$ cat config.mk
export PLATFORM = sky130hd
export DESIGN_NAME = md5_candidate_generator
export DESIGN_NICKNAME = d
export VERILOG_FILES = /design/src/rtl/md5_candidate_generator.sv
export SDC_FILE = /design/constraint.sdc
export NUM_CORES = 1
export LEC_CHECK = 0
export CORE_AREA = 3 3 236 238
export CTS_CLUSTER_SIZE = 12
export DETAILED_ROUTE_END_ITERATION = 6
export DIE_AREA = 0 0 239 241
export GPL_TIMING_DRIVEN = 0
export PLACE_DENSITY_LB_ADDON = 0.08
export REMOVE_ABC_BUFFERS = 1
export SLEW_MARGIN = 20
export SYNTH_ARGS = -nofsm -noshare
export SYNTH_HDL_FRONTEND = slang
export SYNTH_SLANG_ARGS = --single-unit
$ cat constraint.sdc
create_clock -name clk_i -period 3.2 [get_ports clk_i]
set_clock_uncertainty 0.1 [all_clocks]
set_input_delay 0.64 -clock clk_i [delete_from_list [all_inputs] [get_ports clk_i]]
set_output_delay 0.64 -clock clk_i [all_outputs]
set_load 0.05 [all_outputs]
$ cat src/rtl/md5_candidate_generator.sv
// Brute-force candidate generator: walks every string of min..max characters up to MAX_LEN long
// and presents each one as a padded single-block MD5 message.
module md5_candidate_generator #(
  parameter int unsigned MAX_LEN = 8
) (
  input  logic         clk_i,
  input  logic         reset_i,
  input  logic         enable_i,
  input  logic [7:0]   min_i,
  input  logic [7:0]   max_i,
  output logic [511:0] chunk_o,
  output logic         valid_o,
  output logic [3:0]   length_o,
  output logic         exhausted_o,
  output logic         range_error_o,
  output logic [63:0]  count_o
);

  localparam logic [3:0] MaxLen = 4'(MAX_LEN);

  typedef enum logic [1:0] {StRun, StDone, StError} state_e;

  state_e         state_q, state_d;
  logic [7:0]     min_q, max_q;
  logic [7:0]     chars_q [MAX_LEN];
  logic [7:0]     chars_d [MAX_LEN];
  logic [3:0]     len_q, len_d;
  logic [63:0]    count_q, count_d;
  logic [511:0]   chunk_q, chunk_d;
  logic           valid_q, exhausted_q, range_error_q;
  logic           consume;
  logic           carry;

  assign consume = enable_i & valid_q & ~reset_i;

  always_comb begin
    state_d = state_q;
    len_d   = len_q;
    count_d = count_q;
    chars_d = chars_q;
    carry   = 1'b0;
    if (reset_i) begin
      // Reset uses the live inputs: they are captured on this same edge.
      for (int i = 0; i < int'(MAX_LEN); i++) chars_d[i] = min_i;
      len_d   = 4'd1;
      count_d = '0;
      state_d = (min_i > max_i) ? StError : StRun;
    end else if (consume) begin
      count_d = count_q + 64'd1;
      carry   = 1'b1;
      for (int i = 0; i < int'(MAX_LEN); i++) begin
        if (carry && (4'(i) < len_q)) begin
          if (chars_q[i] < max_q) begin
            chars_d[i] = chars_q[i] + 8'd1;
            carry      = 1'b0;
          end else begin
            chars_d[i] = min_q;
          end
        end
      end
      if (carry) begin
        if (len_q < MaxLen) begin
          len_d = len_q + 4'd1;
          for (int i = 0; i < int'(MAX_LEN); i++) begin
            if (4'(i) == len_q) chars_d[i] = min_q;
          end
        end else begin
          // Keep the final all-max candidate visible in DONE.
          chars_d = chars_q;
          state_d = StDone;
        end
      end
    end
  end

  always_comb begin
    chunk_d = '0;
    if (state_d != StError) begin
      for (int i = 0; i < int'(MAX_LEN); i++) begin
        if (4'(i) < len_d) chunk_d[8*i +: 8] = chars_d[i];
      end
      for (int i = 0; i < 16; i++) begin
        if (4'(i) == len_d) chunk_d[8*i +: 8] = 8'h80;
      end
      chunk_d[511:448] = {57'd0, len_d, 3'd0};
    end
  end

  always_ff @(posedge clk_i) begin
    if (reset_i) begin
      min_q <= min_i;
      max_q <= max_i;
    end
    state_q       <= state_d;
    chars_q       <= chars_d;
    len_q         <= len_d;
    count_q       <= count_d;
    chunk_q       <= chunk_d;
    valid_q       <= ~reset_i && (state_d == StRun);
    exhausted_q   <= (state_d == StDone);
    range_error_q <= (state_d == StError);
  end

  assign chunk_o       = chunk_q;
  assign valid_o       = valid_q;
  assign length_o      = len_q;
  assign exhausted_o   = exhausted_q;
  assign range_error_o = range_error_q;
  assign count_o       = count_q;

endmodule

======== After elaboration in Yosys (flattened, before gate mapping) ========
Index checks and enable logic that the tools add are counted.
cells by class
  bitwise operators ....................... 12
  equal/unequal tests ..................... 25
  add/sub/neg operators ................... 10
  order comparisons ....................... 26
  reduce and logical (&&, ||, !) cells .... 19
  muxes and demuxes ....................... 93
operators with widths
  cell                                                                 number
  8-bit two-way mux                                                    48
  64-bit two-way mux                                                   4
  64-bit by 1-bit adder with 64-bit output, second input constant      1
  8-bit by 1-bit adder with 8-bit output, second input constant        8
  8-bit < comparator                                                   8
  3-bit by 4-bit == test with 1-bit output, first input constant       8
  4-bit == test, first input constant                                  8
  3-bit by 4-bit < comparator with 1-bit output, first input constant  8
  1-bit two-way mux                                                    32
  3-bit OR reduction                                                   8
  2-bit by 4-bit == test with 1-bit output, first input constant       4
  1-bit by 4-bit < comparator with 1-bit output, first input constant  4
  2-bit by 4-bit < comparator with 1-bit output, first input constant  4
  4-bit two-way mux                                                    4
  2-bit two-way mux                                                    5
  1-bit NOT                                                            10
  1-bit by 4-bit == test with 1-bit output, first input constant       2
  8-bit > comparator                                                   1
  1-bit logical AND                                                    8
  4-bit logical NOT                                                    2
  4-bit by 1-bit adder with 4-bit output, second input constant        1
  4-bit < comparator, second input constant                            1
  1-bit AND                                                            2
  2-bit by 1-bit == test with 1-bit output, second input constant      1
  3 further kinds                                                      3
word-level totals
  register bits after elaboration ......... 345
  output and inout bits ................... 583
  input port bits ......................... 19
  word-level logic and storage cells ...... 211

======== Logic depth before layout (Yosys ltp) ========
Gate-level depths: netlist of run 1.
  depth after elaboration ................. 39
  mapped depth ............................ 17
  depth with buffers taken out ............ 13

======== Least setup slack after synthesis of run 1 ========
OpenSTA, ideal clock, no wires.
  kind .................................... reg2reg
  from .................................... register max_q[4]
  to ...................................... register chunk_q[57] (netlist: chunk_o[57])
  setup slack ............................. -0.306 ns
  required time ........................... 2.975 ns
  library setup time ...................... 0.125 ns
  data arrival time ....................... 3.281 ns
  period minus slack after synthesis ...... 3.506 ns
  stages on the path, launching flop included .. 14
  path buffers ............................ 1
  cell sequence ........................... edfxtp_1 > inv_1 > ha_1 > a21o_1 > a2111oi_0 > o21ai_1 > a211o_1 > buf_2 > o211ai_4 > nor2_1 > a32o_1 > o41a_1 > a211oi_1 > nor2_1
on the way
  word-level cells in the longest chain between the ends .. 39
  elaborated cells between the ends (all ways) .. 66
  those cells by class .................... 9 x order compare; 2 x eq/ne; 45 x mux; 2 x bitwise; 8 x reduce/logical
RTL lines
  item                                                                                   line    RTL
  start: declaration                                                                     24      logic [7:0] min_q, max_q;
  start signal: assignment                                                               92      max_q <= max_i;
  8-bit < comparator                                                                     53      if (chars_q[i] < max_q) begin
  1-bit two-way mux                                                                      53
  1-bit two-way mux                                                                      52      if (carry && (4'(i) < len_q)) begin
  1-bit two-way mux                                                                      48      end else if (consume) begin
  1-bit two-way mux                                                                      42      if (reset_i) begin
  1-bit two-way mux / 1-bit logical AND (equally long branches)                          53, 52
  1-bit two-way mux                                                                      52
  1-bit two-way mux                                                                      48
  [23 not listed]                                                                        -
  1-bit two-way mux                                                                      48
  1-bit two-way mux                                                                      42
  4-bit two-way mux / 2-bit two-way mux (equally long branches)                          61      if (carry) begin
  4-bit two-way mux / 2-bit two-way mux (equally long branches)                          48
  4-bit two-way mux / 2-bit two-way mux (equally long branches)                          42
  3-bit by 4-bit < comparator with 1-bit output / 2-bit != test (equally long branches)  80, 78
  1-bit NOT (no line)                                                                    -
  3-bit OR reduction (no line)                                                           -
  end signal: assignment                                                                 98      chunk_q <= chunk_d;
  end: declaration                                                                       29      logic [511:0] chunk_q, chunk_d;
Several ways; a longest one is shown, not always the timed one. The select of a mux whose other input is x is not followed.
A chain may end at the register's enable or synchronous reset.

======== Final worst setup path of run 1 ========
  from .................................... register max_q[1]
  to ...................................... register chunk_q[32] (netlist: chunk_o[32])
Same word-level chain as after synthesis.

==> flow_summary.toml, run 1 <==
[flow_run]
maxCapViolCount = 0

[sta]
fin_ws_ps = -552
maxSlewViolCount = 0
rsz0062_at_grt = "yes"
fmax_ghz = 0.267
fin_crit_sh = 1.17
finalSetupViolations = 145
min_period_ps = 3750
hold_violations = 0
slew_headroom = 0.155
tightestPinTransition_ps = 1260

[synthesis]
synth_top_family_by_area = "buffers and inverters"
synth_cell_types = 111
netlist.area_leader.share = 0.254
synthAdderAreaFrac = 0.0573
synth-simple-area-share = 0.186
synth_compound_area_frac = 0.207
ys_seq_elements = 229
syn_inst = 2046
synth_mux_area_frac = 0.0120
yosysWarnings = 0
synth_area_sq_um = 16800
yosysTopAreaCell = "dfxtp_1"
synth_edf_count = 16
syn_area_per_cell_sq_um = 8.21
yosysSeqAreaShare = 0.282
synthArstFlopShare = 0
synthFlopType = "dfxtp_1"
synth.area.top_cells = "dfxtp_1 (25%), buf_4 (20%), ha_1 (5.7%)"
synth-xor-area-share = 0.0261

[die]
die-area_sq_um = 57600
die_w_um = 239
io_pins = 602
rows = 85
core_sq_um = 53800
start_util = 0.312
dieHeight_um = 241

[pwr]
ir_drop_uv = 412
power.leakage_nw = 8.82
finalPower_w = 0.0112
powerDensity_nw_per_um2 = 511

[clocking]
numCtsBuffers = 29
clk_pin_slew_worst_paths_ps = 60
ctsLongestPathBuffers = 3
h-tree-depth = 1
root_buffer = "clkbuf_16"
postCtsHoldBufs = 0
cts_tree = "yes"
clk_latency_ps = 580
clock_sinks = 229

[min_path]
worstHoldStart = "state_q[1]"
min_path_type = "flop to flop"

[global_routing]
grt_overflow = 0
antenna_found_initial = 0
grt_pass1_vias = 14000
grt_pass1_wl_mm = 87.9
track_usage = 0.198
grt_start_max_net_pins = 83

[finish]
final_cell_mix = "conb_1 (436), dfxtp_1 (212), nor2_1 (167)"
syn2layout_area_growth_pct = 30.1
nNetsFinal = 2416
mostFrequentLayoutCell = "conb_1"
ff_latch_area_sq_um = 4750
nFillCells = 5357
instances_no_fill = 3033
drive_gt1_frac = 0.215
finalInstanceArea_sq_um = 21900
multi_input_area_sq_um = 11500
n_antenna_cell = 0
final_core_util = 0.406

[placement]
place_area_sq_um = 17400
pre_cts_slack_ps = -2240
place_inst = 2823
portBuffers = 165
gp_congestion = 0.880
hpwl_mm = 40.8

[route]
drtPass1Iterations = 5
wl_per_cell_um = 20.0
viasPerCell = 4.93
vias = 15000
drc = 0
wl_met3_mm = 3.75
drtIter0Drc = 1080
drt-met1-wl_mm = 25.0
maxUsedRoutingLayer = "met4"
wl_met2_mm = 28.8
wl_mm = 60.7
antenna_left = 0

[setup_path]
setup.worst_path.start_class = "flop"
path_class = "flop to flop"
crit_fanout = 7
reg2reg_from = "max_q[1]"
cp-end-kind = "flop"
crit_required_ps = 3490
arrival_ps = 4040
critPathLaunch = "max_q[1]"

[status]
outcome = "finished with violations"
violations = "setup timing"
-- cell type report --
| cell class | instances | share of cell area |
|---|---|---|
| inverters | 44 | 0.00944 |
| clock inverters | 6 | 0.00509 |
| well taps | 696 | 0.0398 |
| repair buffers | 333 | 0.164 |
| flip-flops and latches | 229 | 0.217 |
| multi-input cells | 1683 | 0.525 |
| clock buffers | 42 | 0.0392 |
-- synth_stat cells (20+ instances only) --
library cell and n:
buf_4 439, dfxtp_1 213, nor2_1 193, nand2_1 124
o21ai_0 117, a21oi_1 94, ha_1 77, clkbuf_1 66
nand3_1 54, and3_1 43, inv_1 40, xor2_1 32
nor2b_1 28, nand4_1 25, nor3_1 25, and2_1 24
a22oi_1 22, o221ai_1 21, o21a_1 20
-- path summary, 6_finish.rpt --
kind              slack [ps]          end  depth (start not counted)
setup / recovery        -550  chunk_o[32]                         14
hold / removal           340      valid_o                          1
setup reg to reg        -550  chunk_o[32]                         14
hold reg to reg          340      valid_o                          1
-- layer usage --
metal,track usage,vias to the layer above
met4,0.0993,0
li1,-,6966
met2,0.327,636
met5,0,-
met3,0.0290,153
met1,0.252,7204
-- metrics by stage --
| step | hold slack (ps) | TNS (ps) |
|---|---|---|
| 6_report | 337 | -48950 |
| 5_1_grt | 357 | -67470 |
| 4_1_cts | 344 | -42240 |
| 3_5_place_dp | 335 | -269900 |
| 3_3_place_gp | 315 | -1555590 |
| 2_1_floorplan | 299 | -97830 |
-- critical path: stages (launching register included) --
cell	delay, ps
edfxtp_1	370
clkinvlp_4	160
buf_6	160
ha_4	220
a211o_1	290
a2111oi_4	550
o41ai_4	160
buf_6	170
o211a_4	200
nand3_4	150
o31ai_4	110
buf_6	190
and2_4	160
o41ai_4	480
a311oi_2	90
-- where the power goes --
group / internal (W) / total, W / switching [W]
combinational: 0.00140 / 0.00441 / 0.00301
sequential: 0.00305 / 0.00336 / 0.000308
clock: 0.00208 / 0.00339 / 0.00132
total: 0.00653 / 0.0112 / 0.00463
-- logic make-up (layout without fill, tap and decap cells) --
group                    Yosys count  in the layout
AND/OR/NAND/NOR                  618            620
buffers and inverters            571            425
AO/OA/AOI/OAI                    481            481
flip-flops                       229            229
adder cells (fa/ha/maj)           77             77
XOR/XNOR                          50             50
multiplexers                      19             19
other                              1            436
-- flip-flops by register name, summed over array words and instances, names as in the netlist --
signal,flops
length_o,4
count_o,64
chars_q,64
valid_o,1
exhausted_o,1
max_q,8
chunk_o,76
state_q,2
min_q,8
range_error_o,1
-- what timing repair did --
action,4_1_cts,5_1_grt
endpoints found under the setup margin,184,168
pin swaps,110,44
resized for setup,352,71
setup buffers,140,21
cloned,4,1
endpoints found under the hold margin,0,0
Power figures use the tool's default switching activity.
==> run 2: changes to the inputs <==
--- a/config.mk
+++ b/config.mk
@@ -5,10 +5,10 @@
 export SDC_FILE = /design/constraint.sdc
 export NUM_CORES = 1
 export LEC_CHECK = 0
-export CORE_AREA = 3 3 236 238
+export CORE_AREA = 3 3 235 237
 export CTS_CLUSTER_SIZE = 12
 export DETAILED_ROUTE_END_ITERATION = 6
-export DIE_AREA = 0 0 239 241
+export DIE_AREA = 0 0 238 240
 export GPL_TIMING_DRIVEN = 0
 export PLACE_DENSITY_LB_ADDON = 0.08
 export REMOVE_ABC_BUFFERS = 1
==> constraint.sdc (replaced) <==
create_clock -name clk_i -period 4.5 [get_ports clk_i]
set_clock_uncertainty 0.1 [all_clocks]
set_input_delay 0.9 -clock clk_i [delete_from_list [all_inputs] [get_ports clk_i]]
set_output_delay 0.9 -clock clk_i [all_outputs]
set_load 0.05 [all_outputs]
==> run 2 against run 1 <==
  * The run now ends clean
  * Design area down 13%
  * Via count down 5.2%
  * First-iteration DRC count up 3.0%
  * Utilization down 5.1 points
  * Final cell count down 4.1%
  * Register-to-register slack better by 830 ps
  * Global-route usage down 1.2 points
  * Sequential power down 29%
  * Clock power down 27%
  * Count of clock-buffer cells in the layout up 2
==> flow_summary.toml, run 2 (synthesis results as in run 1) <==
[status]
outcome = "finished clean"

[clocking]
clk_pin_slew_worst_paths_ps = 60
root_buffer = "clkbuf_16"
numCtsBuffers = 31
clk_latency_ps = 590
ctsLongestPathBuffers = 3
clock_sinks = 229
cts_tree = "yes"
postCtsHoldBufs = 0
h-tree-depth = 1

[finish]
largest_reg_flops = 76
mostFrequentLayoutCell = "conb_1"
syn2layout_area_growth_pct = 13.0
nNetsFinal = 2286
n_antenna_cell = 0
nFillCells = 5618
drive_gt1_frac = 0.0935
final_cell_mix = "conb_1 (436), dfxtp_1 (212), nor2_1 (188)"

[die]
start_util = 0.314
dieHeight_um = 240
core_sq_um = 53500
die-area_sq_um = 57100
die_w_um = 238
rows = 85
io_pins = 602

[sta]
slew_headroom = 0.281
hold_violations = 0
final.setup.tns_ps = 0
fin_crit_sh = 0.939
tightestPinTransition_ps = 1070
rsz0062_at_grt = "no"
fmax_ghz = 0.237
maxSlewViolCount = 0
min_period_ps = 4230
finalSetupViolations = 0

[setup_path]
path_class = "flop to flop"
crit_required_ps = 4850
arrival_ps = 4580
crit_fanout = 9
setup.worst_path.start_class = "flop"
cp-end-kind = "flop"

[global_routing]
track_usage = 0.186
grt_pass1_wl_mm = 81.7
grt_start_max_net_pins = 82
grt_pass1_vias = 12700
grt_overflow = 0
antenna_found_initial = 2

[route]
wl_mm = 56.9
drtPass1Iterations = 5
viasPerCell = 4.87
antenna_left = 0
drtIter0Drc = 1112
wl_per_cell_um = 19.5
vias = 14200
drc = 0

[pwr]
finalPower_w = 0.00731
powerDensity_nw_per_um2 = 385
power.leakage_nw = 7.69
ir_drop_uv = 228

[placement]
gp_congestion = 0.889
portBuffers = 165
hpwl_mm = 40.6

[flow_run]
maxCapViolCount = 0

[min_path]
min_path_type = "flop to flop"
[run 2: cell types whose count changed in the layout (fill, tap and decap cells not counted), moves of 12 or more]
cell / change
nor2_1: +21
o21ai_0: +43
nor2_4: -13
buf_4: -56
ha_1: +13
a21oi_1: +12
o21ai_2: -17
o21ai_1: -24
a221oi_1: +16
buf_12: -22
a221oi_2: -16
buf_6: -46
[run 2: layout make-up]
class                           instances  area [sq um]  area share
Clock buffer                           44           927      0.0488
Clock inverter                         12          96.3     0.00507
Inverter                               44           196      0.0103
Multi-Input combinational cell       1681         10100       0.530
Sequential cell                       229          4750       0.250
Tap cell                              696           871      0.0459
Timing Repair Buffer                  203          2080       0.110
[run 2: timing repair]
action	in CTS	in global routing
gates cloned	0	0
buffers inserted	13	17
resized for setup	28	21
setup endpoints to repair	132	92
pin swaps	9	4
[run 2: worst paths after layout]
kind	from	to	slack, ps	cells after the start
worst max register to register	max_q[0]	chunk_o[57]	270	11
worst max-delay path	max_q[0]	chunk_o[57]	270	11
worst min register to register	state_q[1]	valid_o	340	1
worst min-delay path	state_q[1]	valid_o	340	1
[run 2: critical path: stages (launching register included)]
cell and delay (ps):
edfxtp_1 790, nand2b_1 110, a211o_1 360, a2111oi_4 670, o41ai_4 220, buf_4 200, o211a_4 180, nand4_2 280
nand2_2 300, o41a_1 490, a211oi_2 290, nor2_1 90
[run 2: per-stage QoR]
step | worst slack, ps | utilization | hold slack, ps | area (sq um) | cells
3_5_place_dp | -1170 | 0.326 | 327 | 17400 | 2823
4_1_cts | -57.0 | 0.350 | 335 | 18700 | 2892
3_3_place_gp | -7620 | 0.323 | 317 | 17300 | 2815
5_1_grt | 78.2 | 0.355 | 339 | 19000 | 2909
6_report | 275 | 0.355 | 336 | 19000 | 2909
2_1_floorplan | 205 | - | 299 | 14800 | 1954
[run 2: report_power, final]
group	switching, W	internal (W)
logic	0.00187	0.000600
clock network	0.000982	0.00148
registers	0.000202	0.00217
[run 2: routing by layer]
metal	vias to the layer above	wire, um	global-route usage
met5	-	0	0
met2	626	27300	0.314
met1	6771	23700	0.238
li1	6683	-	-
met3	100	3650	0.0256
met4	0	2260	0.0797
